**config.mk**
```make
export PLATFORM = sky130hd
export DESIGN_NAME = float_operand_feeder
export DESIGN_NICKNAME = d
export VERILOG_FILES = /design/src/rtl/float_pkg.sv /design/src/rtl/operand_fifo.sv /design/src/rtl/float_operand_feeder.sv
export SDC_FILE = /design/constraint.sdc
export NUM_CORES = 1
export LEC_CHECK = 0
export BUFFER_PORTS_ARGS = -buffer_cell sky130_fd_sc_hd__buf_2
export CAP_MARGIN = 30
export CORE_UTILIZATION = 42
export DETAILED_ROUTE_END_ITERATION = 12
export SETUP_SLACK_MARGIN = 0.05
export SLEW_MARGIN = 25
export SYNTH_ARGS = -nofsm -noshare
export SYNTH_HDL_FRONTEND = slang
export SYNTH_SLANG_ARGS = --single-unit
export TNS_END_PERCENT = 100
```
**constraint.sdc**
```tcl
create_clock -name clk_i -period 3.45 [get_ports clk_i]
set_input_delay 0.69 -clock clk_i [delete_from_list [all_inputs] [get_ports clk_i]]
set_output_delay 0.69 -clock clk_i [all_outputs]
set_load 0.02 [all_outputs]
```
**src/rtl/float_pkg.sv**
```systemverilog
// Shared types and constants for the float operand feeder: FSM states and
// IEEE-754 single-precision field layout.
package float_pkg;

  typedef enum logic [1:0] {
    StIdle  = 2'd0,
    StIssue = 2'd1,
    StHold  = 2'd2
  } feed_state_e;

  localparam logic [7:0] FP_EXP_MAX  = 8'hFF;
  localparam logic [7:0] FP_EXP_ZERO = 8'h00;

  typedef struct packed {
    logic        sign;
    logic [7:0]  exp;
    logic [22:0] frac;
  } float32_t;

  // Zero/denormal or inf/NaN exponent: the adder takes its slow path for these.
  function automatic logic is_special(input logic [31:0] word);
    float32_t f;
    f = float32_t'(word);
    return (f.exp == FP_EXP_MAX) || (f.exp == FP_EXP_ZERO);
  endfunction

endpackage

```
**src/rtl/operand_fifo.sv**
```systemverilog
// Parameterised synchronous FIFO holding packed {a, b} operand pairs.
// Pushes while full and pops while empty are ignored.
module operand_fifo #(
  parameter int unsigned Depth = 4,
  parameter int unsigned Width = 64,
  localparam int unsigned PtrW = $clog2(Depth),
  localparam int unsigned LvlW = PtrW + 1
) (
  input  logic             clk_i,
  input  logic             rst_ni,
  input  logic             push_i,
  input  logic [Width-1:0] wdata_i,
  input  logic             pop_i,
  output logic [Width-1:0] rdata_o,
  output logic [LvlW-1:0]  level_o
);

  logic [Width-1:0] mem_q [Depth];
  logic [PtrW-1:0]  wr_ptr_q, rd_ptr_q;
  logic [LvlW-1:0]  level_q;
  logic             push_en, pop_en;

  assign push_en = push_i && (level_q < LvlW'(Depth));
  assign pop_en  = pop_i && (level_q != '0);

  // Storage carries no reset; validity is tracked by level_q alone.
  always_ff @(posedge clk_i) begin
    if (push_en) mem_q[wr_ptr_q] <= wdata_i;
  end

  // Depth is a power of two, so pointer overflow is the modulo wrap.
  always_ff @(posedge clk_i or negedge rst_ni) begin
    if (!rst_ni) begin
      wr_ptr_q <= '0;
      rd_ptr_q <= '0;
      level_q  <= '0;
    end else begin
      if (push_en) wr_ptr_q <= wr_ptr_q + PtrW'(1);
      if (pop_en)  rd_ptr_q <= rd_ptr_q + PtrW'(1);
      unique case ({push_en, pop_en})
        2'b10:   level_q <= level_q + LvlW'(1);
        2'b01:   level_q <= level_q - LvlW'(1);
        default: level_q <= level_q;
      endcase
    end
  end

  assign rdata_o = mem_q[rd_ptr_q];
  assign level_o = level_q;

endmodule

```
**src/rtl/float_operand_feeder.sv**
```systemverilog
// Buffers IEEE-754 operand pairs and issues them to the adder one at a time,
// pacing issue as ISSUE -> HOLD -> IDLE so the adder stage status can settle.
module float_operand_feeder
  import float_pkg::*;
#(
  parameter int unsigned DEPTH = 4
) (
  input  logic                     clk_i,
  input  logic                     rst_ni,
  input  logic                     s_valid_i,
  input  logic [31:0]              s_a_i,
  input  logic [31:0]              s_b_i,
  output logic                     s_ready_o,
  input  logic                     stage0_free_i,
  output logic                     inp_rdy_o,
  output logic [31:0]              op_a_o,
  output logic [31:0]              op_b_o,
  output logic                     special_o,
  output logic [$clog2(DEPTH):0]   level_o,
  output logic [15:0]              issued_cnt_o
);

  localparam int unsigned LvlW = $clog2(DEPTH) + 1;

  feed_state_e     state_q;
  logic            inp_rdy_q;
  logic [31:0]     op_a_q, op_b_q;
  logic [15:0]     issued_q;
  logic [63:0]     head;
  logic [LvlW-1:0] level;
  logic            push, pop;

  assign s_ready_o = level < LvlW'(DEPTH);
  assign push      = s_valid_i && s_ready_o;
  assign pop       = (state_q == StIssue);

  operand_fifo #(
    .Depth (DEPTH),
    .Width (64)
  ) u_fifo (
    .clk_i   (clk_i),
    .rst_ni  (rst_ni),
    .push_i  (push),
    .wdata_i ({s_a_i, s_b_i}),
    .pop_i   (pop),
    .rdata_o (head),
    .level_o (level)
  );

  // Operands are latched on entry to ISSUE; the head cannot move until the
  // pop at the end of ISSUE, so the outputs match the head throughout.
  always_ff @(posedge clk_i or negedge rst_ni) begin
    if (!rst_ni) begin
      state_q   <= StIdle;
      inp_rdy_q <= 1'b0;
      op_a_q    <= '0;
      op_b_q    <= '0;
      issued_q  <= '0;
    end else begin
      unique case (state_q)
        StIdle: begin
          if ((level != '0) && stage0_free_i) begin
            state_q   <= StIssue;
            inp_rdy_q <= 1'b1;
            op_a_q    <= head[63:32];
            op_b_q    <= head[31:0];
          end
        end
        StIssue: begin
          state_q   <= StHold;
          inp_rdy_q <= 1'b0;
          issued_q  <= issued_q + 16'd1;
        end
        StHold: begin
          state_q <= StIdle;
        end
        default: begin
          state_q   <= StIdle;
          inp_rdy_q <= 1'b0;
        end
      endcase
    end
  end

  assign inp_rdy_o    = inp_rdy_q;
  assign op_a_o       = op_a_q;
  assign op_b_o       = op_b_q;
  assign special_o    = inp_rdy_q && (is_special(op_a_q) || is_special(op_b_q));
  assign level_o      = level;
  assign issued_cnt_o = issued_q;

endmodule

```
# After elaboration in Yosys (flattened, before gate mapping)
# Memories as Yosys holds them, arrays and structs flattened. A register that Yosys moved wholly into a read port is not among the register bits.
# Cells that the tools add are included.
[word_totals] regBits=26 ramBits=256 in_bits=68 mem_count=1
[mem_list] memory="u_fifo.mem_q" depth=4 word_bits=64 read_ports=1 rd_ports_with_merged_regs=1 write_ports=1 line_no="operand_fifo.sv:18" rtl="logic [Width-1:0] mem_q [Depth];"
[classes] addsub=5 magnitude_cmp=1 n_eq_ne=7 muxes=7 bitwise=1 n_reduce_logical=16
[ops] cell="16-bit by 1-bit adder with 16-bit output (second input constant)" n=1
[ops] cell="8-bit == test (second input constant)" n=2
[ops] cell="8-bit zero test" n=2
[ops] cell="3-bit one-hot mux with 2 select lines" n=1
[ops] cell="1-bit logical AND" n=5
[ops] cell="2-bit by 1-bit adder with 2-bit output (second input constant)" n=2
[ops] cell="2-bit by 1-bit == test with 1-bit output (second input constant)" n=2
[ops] cell="2-bit == test (second input constant)" n=2
[ops] cell="2-bit one-hot mux with 2 select lines" n=1
[ops] cell="2-bit AND reduction" n=2
[ops] cell="3-bit by 1-bit adder with 3-bit output (second input constant)" n=1
[ops] cell="1-bit logical OR" n=3
[ops] cell="3-bit < comparator (second input constant)" n=1
[ops] cell="1-bit 2-to-1 mux" n=3
[ops] cell="3-bit nonzero test" n=1
[ops] cell="3-bit by 1-bit subtractor with 3-bit output (second input constant)" n=1
[ops] cell="2-bit zero test" n=1
[ops] cell="2-bit 2-to-1 mux" n=1
[ops] cell="2-bit != test (second input constant)" n=1
[ops] cell="1-bit one-hot mux with 2 select lines" n=1
[ops] cell="2-bit nonzero test" n=1
[ops] cell="1-bit zero test" n=1
[ops] cell="1-bit NOT" n=1

# Longest topological paths before layout
# Gate-level depths: netlist (run 1).
[logic_depth] depth_word=5 ltp_mapped=9 ltp_nobuf=8

# By module
# From an unflattened synthesis (run 1), not the netlist that was laid out.
[hier_totals] hier_cells=589 hier_area_um2=12953.7
[by_module_without_submodules] mod="operand_fifo" instances=1 cells_each=372 area_per_inst_um2=9641.7 seq_area_each_um2=7862.5
[by_module_without_submodules] mod="float_operand_feeder" instances=1 cells_each=217 area_per_inst_um2=3311.9 seq_area_each_um2=2077.0

# Worst setup path after synthesis (run 1)
# Ideal clock, no wire load.
[synth_timing] kind="input to register" from="in s_valid_i" to="mem u_fifo.mem_q[0][0], enable pin" setup_ns=0.429 arrival_time_ns=2.567 required_time_ns=3.021 setup_slack_ns=0.454 stages=3 cell_sequence="nor2b_1 clkbuf_1 and2_1"
[synth_between] elab_chain_len=4
[synth_rtl] element="from (decl)" line_no="float_operand_feeder.sv:10" rtl="input logic s_valid_i,"
[synth_rtl] element="1-bit logical AND" line_no="float_operand_feeder.sv:34" rtl="assign push = s_valid_i && s_ready_o;"
[synth_rtl] element="1-bit logical AND" line_no="operand_fifo.sv:23" rtl="assign push_en = push_i && (level_q < LvlW'(Depth));"
[synth_rtl] element="1-bit 2-to-1 mux" line_no="operand_fifo.sv:28" rtl="if (push_en) mem_q[wr_ptr_q] <= wdata_i;"
[synth_rtl] element="1-bit 2-to-1 mux (not written as such)" line_no="operand_fifo.sv:28"
[synth_rtl] element="to (decl)" line_no="operand_fifo.sv:18"
# Every way passes these cells.

# Worst setup path after layout (run 1)
[layout_timing] from="reg op_a_q[24] (netlist: op_a_o[24])" to="out special_o"
[layout_between] elab_chain_len=4 word_cells_on_any_way=5 classes_between="1 x eq/ne; 4 x reduce/logical"
[layout_rtl] element="from (decl)" line_no="float_operand_feeder.sv:27" rtl="logic [31:0] op_a_q, op_b_q;"
[layout_rtl] element="from (signal assigned)" line_no="float_operand_feeder.sv:65" rtl="op_a_q <= head[63:32];"
[layout_rtl] element="8-bit == test or 8-bit zero test (tied branches)" line_no="float_pkg.sv:24" rtl="return (f.exp == FP_EXP_MAX) || (f.exp == FP_EXP_ZERO);"
[layout_rtl] element="1-bit logical OR *" line_no="float_pkg.sv:24"
[layout_rtl] element="1-bit logical OR *" line_no="float_operand_feeder.sv:88" rtl="assign special_o = inp_rdy_q && (is_special(op_a_q) || is_special(op_b_q));"
[layout_rtl] element="1-bit logical AND *" line_no="float_operand_feeder.sv:88"
[layout_rtl] element="to (decl)" line_no="float_operand_feeder.sv:18" rtl="output logic special_o,"
# Every way passes the cells marked *; elsewhere a longest branch is shown, timed or not.

==> results.toml, run 1 <==
[cells_and_area]
design_area_sq_um = 15500
area_delta_synth_final_pct = 19.5
fin_cells = 1193
layout-drive-gt1-share_pct = 44.3
final_nets = 839

[routing]
wl_met3_mm = 1.33
drtAntennaViolNets = 0
wl_per_cell_um = 20.6
remaining_drc_errors = 0
routed_wl_mm = 24.6
vias_per_cell = 5.08
wl_met1_mm = 11.0
vias = 6063
drtIter0Drc = 291
first_pass_iters = 4
highest_layer = "met5"
routed-wl-met2_mm = 11.8

[logic_synthesis]
syn_area_sq_um = 13000
synthCells = 587
synthDominantCellAreaShare_pct = 59.2
synth-edff-count = 256
yosysTopAreaCell = "edfxtp_1"
syn_avg_cell_area_sq_um = 22.1
yosysWarningCount = 0
synth_common_cells = "edfxtp_1, dfrtp_1, mux4_2, mux2_4, mux2_2"
synth.area.top_cells = "edfxtp_1, dfrtp_1, mux4_2"
seq_area_frac_synth_pct = 76.5
synthFlopType = "edfxtp_1"
ys_ff_latch = 346
synthDistinctLibCells = 29
synthArstFlopShare_pct = 26.0
synth.most_common_cell = "edfxtp_1"
syn_nets = 662

[pwr]
vdd_drop_max_uv = 517
leakage_nw = 5.84
power.density_nw_per_um2 = 902

[clock_tree]
cts_hold_buf = 0
clk_latency_ns = 0.52
cts_root_buffer = "clkbuf_16"
post_cts_buffers = 0
cts.clk_slew.worst_paths_ns = 0.06
cts_resized = 0
cts_tree = "yes"
cts.sinks = 346
clock_path_buffers = 3
htree_levels = 2
cts_made_buffers = 37

[global_route]
grt_use_total_pct = 16.0
grt_pass1_vias = 6570
antenna_found_initial = 4
grt_overflow_total = 0
grt_pass1_wl_mm = 38.0
grt_start_max_net_pins = 91

[setup_path]
cpPeakStageDelay_ns = 0.42
path_common_cell = "a21oi_1"
path_cells = "nor4_1 -> a21oi_1 -> a21oi_1 -> buf_2"
path_class = "reg -> out"
start_kind = "flop"
end_kind = "output pin"
crit_arrival_ns = 1.84
r2r-start = "u_fifo.level_o[0]"
startpoint = "op_a_o[24]"
cp_slowest_cell = "dfrtp_1"
crit_required_ns = 2.76
crit_fanout = 4

[sta]
slew_viol_final = 0
setup_violations = 0
finalSetupTns_ns = 0
finalHoldViolCount = 0
clock_skew_ns = 0.0279
final.min_clock_period_ns = 2.53
finalCritPeriodShare_pct = 73.2
rsz0062_at_grt = "no"
tightest_slew_ns = 0.856
relSlewSlack_pct = 42.9
fmax_ghz = 0.396

[floorplanning]
rows = 64
core_sq_um = 30500
die-area_sq_um = 31600
initial_core_util_pct = 42.6
die_h_um = 178
io-pin-count = 154
fp.dieW_um = 178

[flow_run]
maxCapViolCount = 0

[placement]
io_buffer_count = 153
post_dp_cell_area_sq_um = 14300
hpwl_mm = 14.9
place.gp.congestion = 0.778
placed_cells = 1120

[min_path]
min_path_type = "in -> async"

[outcome]
status = "finished clean"
registers in the layout, summed over array words and instances (netlist names):
name             cells
u_fifo.mem_q       256
op_a_o              32
op_b_o              32
issued_cnt_o        16
u_fifo.level_o       3
state_q              2
u_fifo.rd_ptr_q      2
u_fifo.wr_ptr_q      2
inp_rdy_o            1
final timing paths:
path                       slack [ns]                  end  depth (start not counted)
setup / recovery                 0.92            special_o                          4
hold / removal                   0.21            op_a_o[0]                          2
setup reg to reg                 1.08           op_b_o[23]                          4
hold reg to reg                  0.48     issued_cnt_o[15]                          1
max in group asynchronous        2.75   u_fifo.rd_ptr_q[1]                          2
min in group clk_i               0.38  u_fifo.mem_q[3][22]                          1
where the power goes:
part	switching [mW]	leakage (nW)	internal (mW)
Sequential	0.627	3.41	5.44
Combinational	1.99	1.83	2.02
Clock	1.55	0.597	2.38
Total	4.17	5.84	9.84
cells by family (layout without fill, tap and decap cells):
logic type	count (synthesis)	count (layout)	share of synthesized area (%)
AND/OR/NAND/NOR	46	46	1.96
flip-flops	346	346	76.5
other	0	4	0
adder cells (fa/ha/maj)	7	7	0.732
XOR/XNOR	21	21	1.42
AO/OA/AOI/OAI	5	5	0.193
buffers and inverters	32	238	1.31
multiplexers	130	130	17.9
critical path: cells and delay by family, from the launching register on:
kind	cells	cell delay, ns
compound gates	2	0.38
simple gates	1	0.31
buf+inv	1	0.21
flops	1	0.42
per-stage QoR:
| stage | utilization (%) | power (mW) | setup slack [ns] | hold slack [ns] |
|---|---|---|---|---|
| 6_report | 50.9 | 14.0 | 0.925 | 0.212 |
| 5_1_grt | 50.9 | 14.7 | 0.702 | 0.252 |
| 4_1_cts | 50.8 | 14.2 | 0.852 | 0.249 |
| 3_5_place_dp | 46.8 | 10.2 | 0.892 | 0.471 |
| 3_3_place_gp | 46.8 | 10.1 | 0.903 | 0.465 |
| 2_1_floorplan | - | 8.95 | 0.454 | 0.394 |
area by class of cell:
class / instances / area (sq um)
tap: 396 / 495
timing repair buffer: 161 / 923
multi-input combinational: 209 / 2900
antenna: 4 / 10.0
inverter: 9 / 33.8
clock buffer: 51 / 1020
sequential: 346 / 9950
clock inverter: 17 / 209
fill: 2418 / 15000
cell usage in the layout (no fill, tap or decap), drive strengths merged, types with 5 or more instances in the layout:
cell type and instances:
ha 6, inv 10, mux4 64, nand2 8, nand4 6, and3 5
dfrtp 90, nor2 6, clkbuf 51, edfxtp 256, xnor2 13, buf 161
clkinv 11, mux2 65, xor2 8
layer usage:
layer / vias up / track usage (%)
li1: 2712 / -
met4: 4 / 3.85
met1: 3159 / 21.8
met3: 38 / 3.92
met5: - / 0
met2: 150 / 26.0
(Power assumes the default switching activity.)
==> inputs of run 2 (changes only) <==
==> constraint.sdc (replaced) <==
create_clock -name clk_i -period 2.65 [get_ports clk_i]
set_input_delay 0.53 -clock clk_i [delete_from_list [all_inputs] [get_ports clk_i]]
set_output_delay 0.53 -clock clk_i [all_outputs]
set_load 0.02 [all_outputs]
==> run 2 against run 1 <==
- core utilization increased by 0.18 points
- register-to-register slack got worse by 0.62 ns
- critical path type unchanged
- cell area increased by 0.36%
- setup slack got worse by 0.69 ns
- sequential share of layout area decreased by 0.23 points
- via count increased by 0.81%
- total power increased by 30%
- worst hold slack got worse by 0.13 ns
- clock-buffer cell count increased by 10
- critical path depth unchanged
- sequential power increased by 29%
- clock power increased by 30%
==> results.toml, run 2 (synthesis gave the netlist of run 1 again) <==
[clock_tree]
cts_made_buffers = 38
cts_hold_buf = 0
cts_resized = 0
clock_path_buffers = 3
cts_tree = "yes"
cts_root_buffer = "clkbuf_16"
cts.clk_slew.worst_paths_ns = 0.06
cts.sinks = 346
htree_levels = 2
post_cts_buffers = 0
clk_latency_ns = 0.51

[min_path]
min_path_type = "in -> async"

[routing]
routed_wl_mm = 24.3
vias_per_cell = 5.11
vias = 6112
wl_per_cell_um = 20.3
remaining_drc_errors = 0
drtIter0Drc = 303
drtAntennaViolNets = 0
first_pass_iters = 4

[pwr]
p_clk_share_pct = 27.9
sw_frac_of_total_pct = 29.3
vdd_drop_max_uv = 764
leakage_nw = 5.87
combPwrFrac_pct = 29.3
p_switching_mw = 5.35
seqPwrFrac_pct = 42.8
power.density_nw_per_um2 = 1170
p_int_mw = 12.9

[setup_path]
end_kind = "output pin"
path_common_cell = "a21oi_1"
crit_arrival_ns = 1.89
start_kind = "flop"
crit_required_ns = 2.12
cp_slowest_cell = "dfrtp_1"
critical-path-top-delay-family = "flip-flops"
cpPeakStageDelay_ns = 0.41
path_class = "reg -> out"
path_buf_inv = 1
crit_fanout = 4
path_cells = "nor4_1 -> a21oi_1 -> a21oi_1 -> buf_2"

[sta]
final.min_clock_period_ns = 2.42
finalSetupTns_ns = 0
setup_violations = 0
fmax_ghz = 0.413
relSlewSlack_pct = 51.4
rsz0062_at_grt = "no"
finalHoldViolCount = 0
finalCritPeriodShare_pct = 91.3
tightest_slew_ns = 0.729
slew_viol_final = 0
clock_skew_ns = 0.0206

[global_route]
grt_overflow_total = 0
grt_pass1_vias = 6485
antenna_found_initial = 4
grt_use_total_pct = 15.9
grt_pass1_wl_mm = 37.6
grt_start_max_net_pins = 67

[cells_and_area]
nFillCells = 2470
design_area_sq_um = 15600
mostFrequentLayoutCells = "edfxtp_1, buf_2, dfrtp_1, mux4_2, clkbuf_16"
layout_commonest_cell = "edfxtp_1"
area_delta_synth_final_pct = 20.0
top_register = "u_fifo.mem_q"
final_nets = 844
layout-drive-gt1-share_pct = 44.4
largest_reg_flops = 256

[placement]
place.gp.congestion = 0.800
hpwl_mm = 14.2
post_dp_cell_area_sq_um = 14300
io_buffer_count = 153

[outcome]
status = "finished clean"

[flow_run]
maxCapViolCount = 0

[floorplanning]
die_h_um = 178
core_sq_um = 30500
io-pin-count = 154
rows = 64
initial_core_util_pct = 42.6
fp.dieW_um = 178
die-area_sq_um = 31600
run 2: changes by cell type in the layout (fill, tap and decap cells not counted), sizes merged:
cell    change
diode       -2
bufinv      -2
clkinv      -7
clkbuf     +10
buf         +4
run 2: worst reg2reg max path, stage by stage (launching register included):
cell	delay [ns]
dfrtp_1	0.40
nor2b_1	0.34
nor2b_1	0.31
ha_1	0.24
inv_1	0.06
fa_1	0.38
xor2_1	0.15
nor2_1	0.11
xnor2_1	0.13
run 2: power groups by stage:
| stage | Sequential [mW] | Combinational, mW | Clock (mW) |
|---|---|---|---|
| final | 7.82 | 5.34 | 5.10 |
| after global routing | 7.97 | 5.75 | 5.48 |
| after CTS | 7.85 | 5.47 | 5.24 |
| after detailed placement | 7.94 | 5.44 | 0 |
| after global placement | 7.87 | 5.35 | 0 |
| after floorplan | 8.35 | 3.28 | 0 |
run 2: area by class of cell:
| class | instances | area [sq um] | area share, % |
|---|---|---|---|
| tap | 396 | 495 | 3.18 |
| clock inverter | 8 | 92.6 | 0.594 |
| antenna | 2 | 5.00 | 0.0321 |
| sequential | 346 | 9950 | 63.8 |
| clock buffer | 61 | 1150 | 7.37 |
| inverter | 9 | 33.8 | 0.217 |
| multi-input combinational | 209 | 2900 | 18.6 |
| timing repair buffer | 165 | 971 | 6.23 |
run 2: final timing paths:
path                            slack [ns]                  end        startpoint  depth (start not counted)
worst max-delay path                  0.23            special_o        op_a_o[24]                          4
worst min-delay path                  0.09            op_a_o[0]            rst_ni                          1
worst max register to register        0.46    u_fifo.level_o[2]        state_q[0]                          8
worst min register to register        0.48     issued_cnt_o[15]  issued_cnt_o[15]                          1
max in group asynchronous             1.83   u_fifo.rd_ptr_q[1]            rst_ni                          2
min in group clk_i                    0.24  u_fifo.mem_q[0][26]         s_b_i[26]                          1
run 2: stage by stage:
| stage | hold WS (ns) | power, mW | setup slack (ns) | util (%) | instances |
|---|---|---|---|---|---|
| CTS | 0.0783 | 18.6 | 0.219 | 51.1 | 1194 |
| floorplan | 0.234 | 11.6 | 0.507 | - | 587 |
| global placement | 0.461 | 13.2 | 0.539 | 47.0 | 1125 |
| global route | 0.121 | 19.2 | 0.184 | 51.1 | 1194 |
| detailed placement | 0.477 | 13.4 | 0.449 | 47.0 | 1125 |
| finish | 0.0869 | 18.3 | 0.230 | 51.1 | 1196 |
run 2: per-layer routing:
metal  track usage, %  wire length, um  share of wire, %  up-vias
met5                0               23             0.095        -
met3             3.77             1450               6.0       40
li1                 -                -                 -     2713
met2             26.1            11700                48      169
met1             21.5            10700                44     3186
met4             3.53              379               1.6        4
==> inputs of run 3 (changes only) <==
--- a/config.mk
+++ b/config.mk
@@ -10,8 +10,9 @@
 export CORE_UTILIZATION = 42
 export DETAILED_ROUTE_END_ITERATION = 12
 export SETUP_SLACK_MARGIN = 0.05
-export SLEW_MARGIN = 25
+export SLEW_MARGIN = 20
 export SYNTH_ARGS = -nofsm -noshare
 export SYNTH_HDL_FRONTEND = slang
+export SYNTH_HIERARCHICAL = 1
 export SYNTH_SLANG_ARGS = --single-unit
 export TNS_END_PERCENT = 100
==> constraint.sdc (replaced) <==
create_clock -name clk_i -period 3.05 [get_ports clk_i]
set_input_delay 0.61 -clock clk_i [delete_from_list [all_inputs] [get_ports clk_i]]
set_output_delay 0.61 -clock clk_i [all_outputs]
set_load 0.02 [all_outputs]
==> run 3 against run 2 <==
- sequential share of layout area is 0.53 points higher
- global-route usage is 0.44 points higher
- setup slack better by 0.42 ns
==> results.toml, run 3 <==
[sta]
finalCritPeriodShare_pct = 78.8
finalHoldViolCount = 0
finalSetupTns_ns = 0
relSlewSlack_pct = 59.9
tightest_slew_ns = 0.600
clock_skew_ns = 0.0186
rsz0062_at_grt = "no"
final.min_clock_period_ns = 2.40
slew_viol_final = 0
fmax_ghz = 0.416
setup_violations = 0

[pwr]
sw_frac_of_total_pct = 29.6
vdd_drop_max_uv = 586
p_clk_share_pct = 29.5
leakage_nw = 5.64
p_int_mw = 10.6
seqPwrFrac_pct = 43.7
power.density_nw_per_um2 = 975
combPwrFrac_pct = 26.9
p_switching_mw = 4.46

[logic_synthesis]
synth.area.top_cells = "edfxtp_1, dfrtp_1, mux4_2"
synth-edff-count = 256
synthCells = 589
syn_avg_cell_area_sq_um = 22.0
syn_area_sq_um = 13000
ys_ff_latch = 346
syn_nets = 664
yosysTopAreaCell = "edfxtp_1"
synth.most_common_cell = "edfxtp_1"
seq_area_frac_synth_pct = 76.7
yosysWarningCount = 6
synth_common_cells = "edfxtp_1, dfrtp_1, mux4_2, mux2_1, mux2_2"
synthFlopType = "edfxtp_1"
synthDistinctLibCells = 32
synthDominantCellAreaShare_pct = 59.3
synthArstFlopShare_pct = 26.0

[floorplanning]
die_h_um = 178
io-pin-count = 154
core_sq_um = 30000
rows = 63
initial_core_util_pct = 43.2
die-area_sq_um = 31500
fp.dieW_um = 178

[clock_tree]
cts_resized = 0
cts.sinks = 346
post_cts_buffers = 0
cts.clk_slew.worst_paths_ns = 0.06
clk_latency_ns = 0.51
cts_root_buffer = "clkbuf_16"
cts_hold_buf = 0
clock_path_buffers = 3
cts_made_buffers = 37
cts_tree = "yes"
htree_levels = 2

[setup_path]
crit_arrival_ns = 1.79
end_kind = "output pin"
path_class = "reg -> out"
start_kind = "flop"
crit_required_ns = 2.44
crit_fanout = 4

[cells_and_area]
largest_reg_flops = 256
final_nets = 846
fin_cells = 1193
layout-drive-gt1-share_pct = 39.8
top_register = "u_fifo/mem_q"
mostFrequentLayoutCells = "edfxtp_1, buf_2, dfrtp_1, mux4_2, mux2_1"
area_delta_synth_final_pct = 19.3
layout_commonest_cell = "edfxtp_1"

[placement]
io_buffer_count = 153
place.gp.congestion = 0.737
hpwl_mm = 15.7
placed_cells = 1122

[routing]
vias_per_cell = 5.11
wl_per_cell_um = 20.5
drtIter0Drc = 306
routed_wl_mm = 24.5
drtAntennaViolNets = 0
first_pass_iters = 4
remaining_drc_errors = 0
vias = 6096

[flow_run]
maxCapViolCount = 0

[global_route]
grt_overflow_total = 0
grt_start_max_net_pins = 62
grt_pass1_vias = 6735
grt_pass1_wl_mm = 38.3
antenna_found_initial = 3
grt_use_total_pct = 16.3

[outcome]
status = "finished clean"

[min_path]
min_path_type = "in -> async"
## run 3: final timing paths
check | cells after the start | to | slack (ns) | start
worst max-delay path | 4 | special_o | 0.65 | op_b_o[24]
worst min-delay path | 1 | op_a_o[16] | 0.06 | rst_ni
worst max register to register | 4 | u_fifo/mem_q[0][51] | 0.86 | u_fifo/level_o[2]
worst min register to register | 1 | issued_cnt_o[15] | 0.48 | issued_cnt_o[15]
max in group asynchronous | 2 | u_fifo/rd_ptr_q[0] | 2.25 | rst_ni
min in group clk_i | 1 | u_fifo/mem_q[3][40] | 0.31 | s_a_i[8]
## run 3: power by group through the flow
stage	combinational [mW]	sequential, mW	clock [mW]
after floorplan	2.45	7.06	0
after global placement	4.08	6.64	0
after detailed placement	4.15	6.70	0
after CTS	4.16	6.61	4.56
after global routing	4.41	6.72	4.75
final	4.05	6.58	4.44
## run 3: cells by family after synthesis
family	Yosys count	share of synthesized area, %
AOI/OAI and AO/OA	5	0.232
xor gates and xnor gates	21	1.42
buffers and inverters	32	1.73
DFF	346	76.7
adders and majority gates	7	0.734
and+or+nand+nor	48	2.30
muxes	130	16.9
## run 3: layout make-up
class                      count  area [sq um]
tap                          390           488
clock inverter                18           189
fill                        2413         14500
timing repair buffer         167           961
sequential                   346          9950
multi-input combinational    211          2800
antenna                        3          7.51
clock buffer                  50          1040
inverter                       8          30.0
## run 3: stage by stage
step	power (mW)	hold slack (ns)	setup WS [ns]	area (sq um)	util [%]
after floorplan	9.52	0.314	0.715	13000	-
after global placement	10.7	0.456	0.672	14200	47.5
after detailed placement	10.9	0.474	0.595	14200	47.5
after CTS	15.3	0.0656	0.604	15500	51.6
after global routing	15.9	0.0853	0.530	15500	51.6
final	15.1	0.0625	0.648	15500	51.6
## run 3: critical path: stages (launching register included)
cell      delay [ns]
dfrtp_1         0.40
nor4_1          0.31
a21oi_1         0.18
a21boi_0        0.20
buf_2           0.19
## run 3: routing by layer
metal,vias up,global-route usage [%],part of all wire [%]
met5,-,0,0.033
met4,2,4.10,1.8
met3,39,4.37,6.3
met2,153,28.2,51
met1,3173,20.4,41
li1,2729,-,-
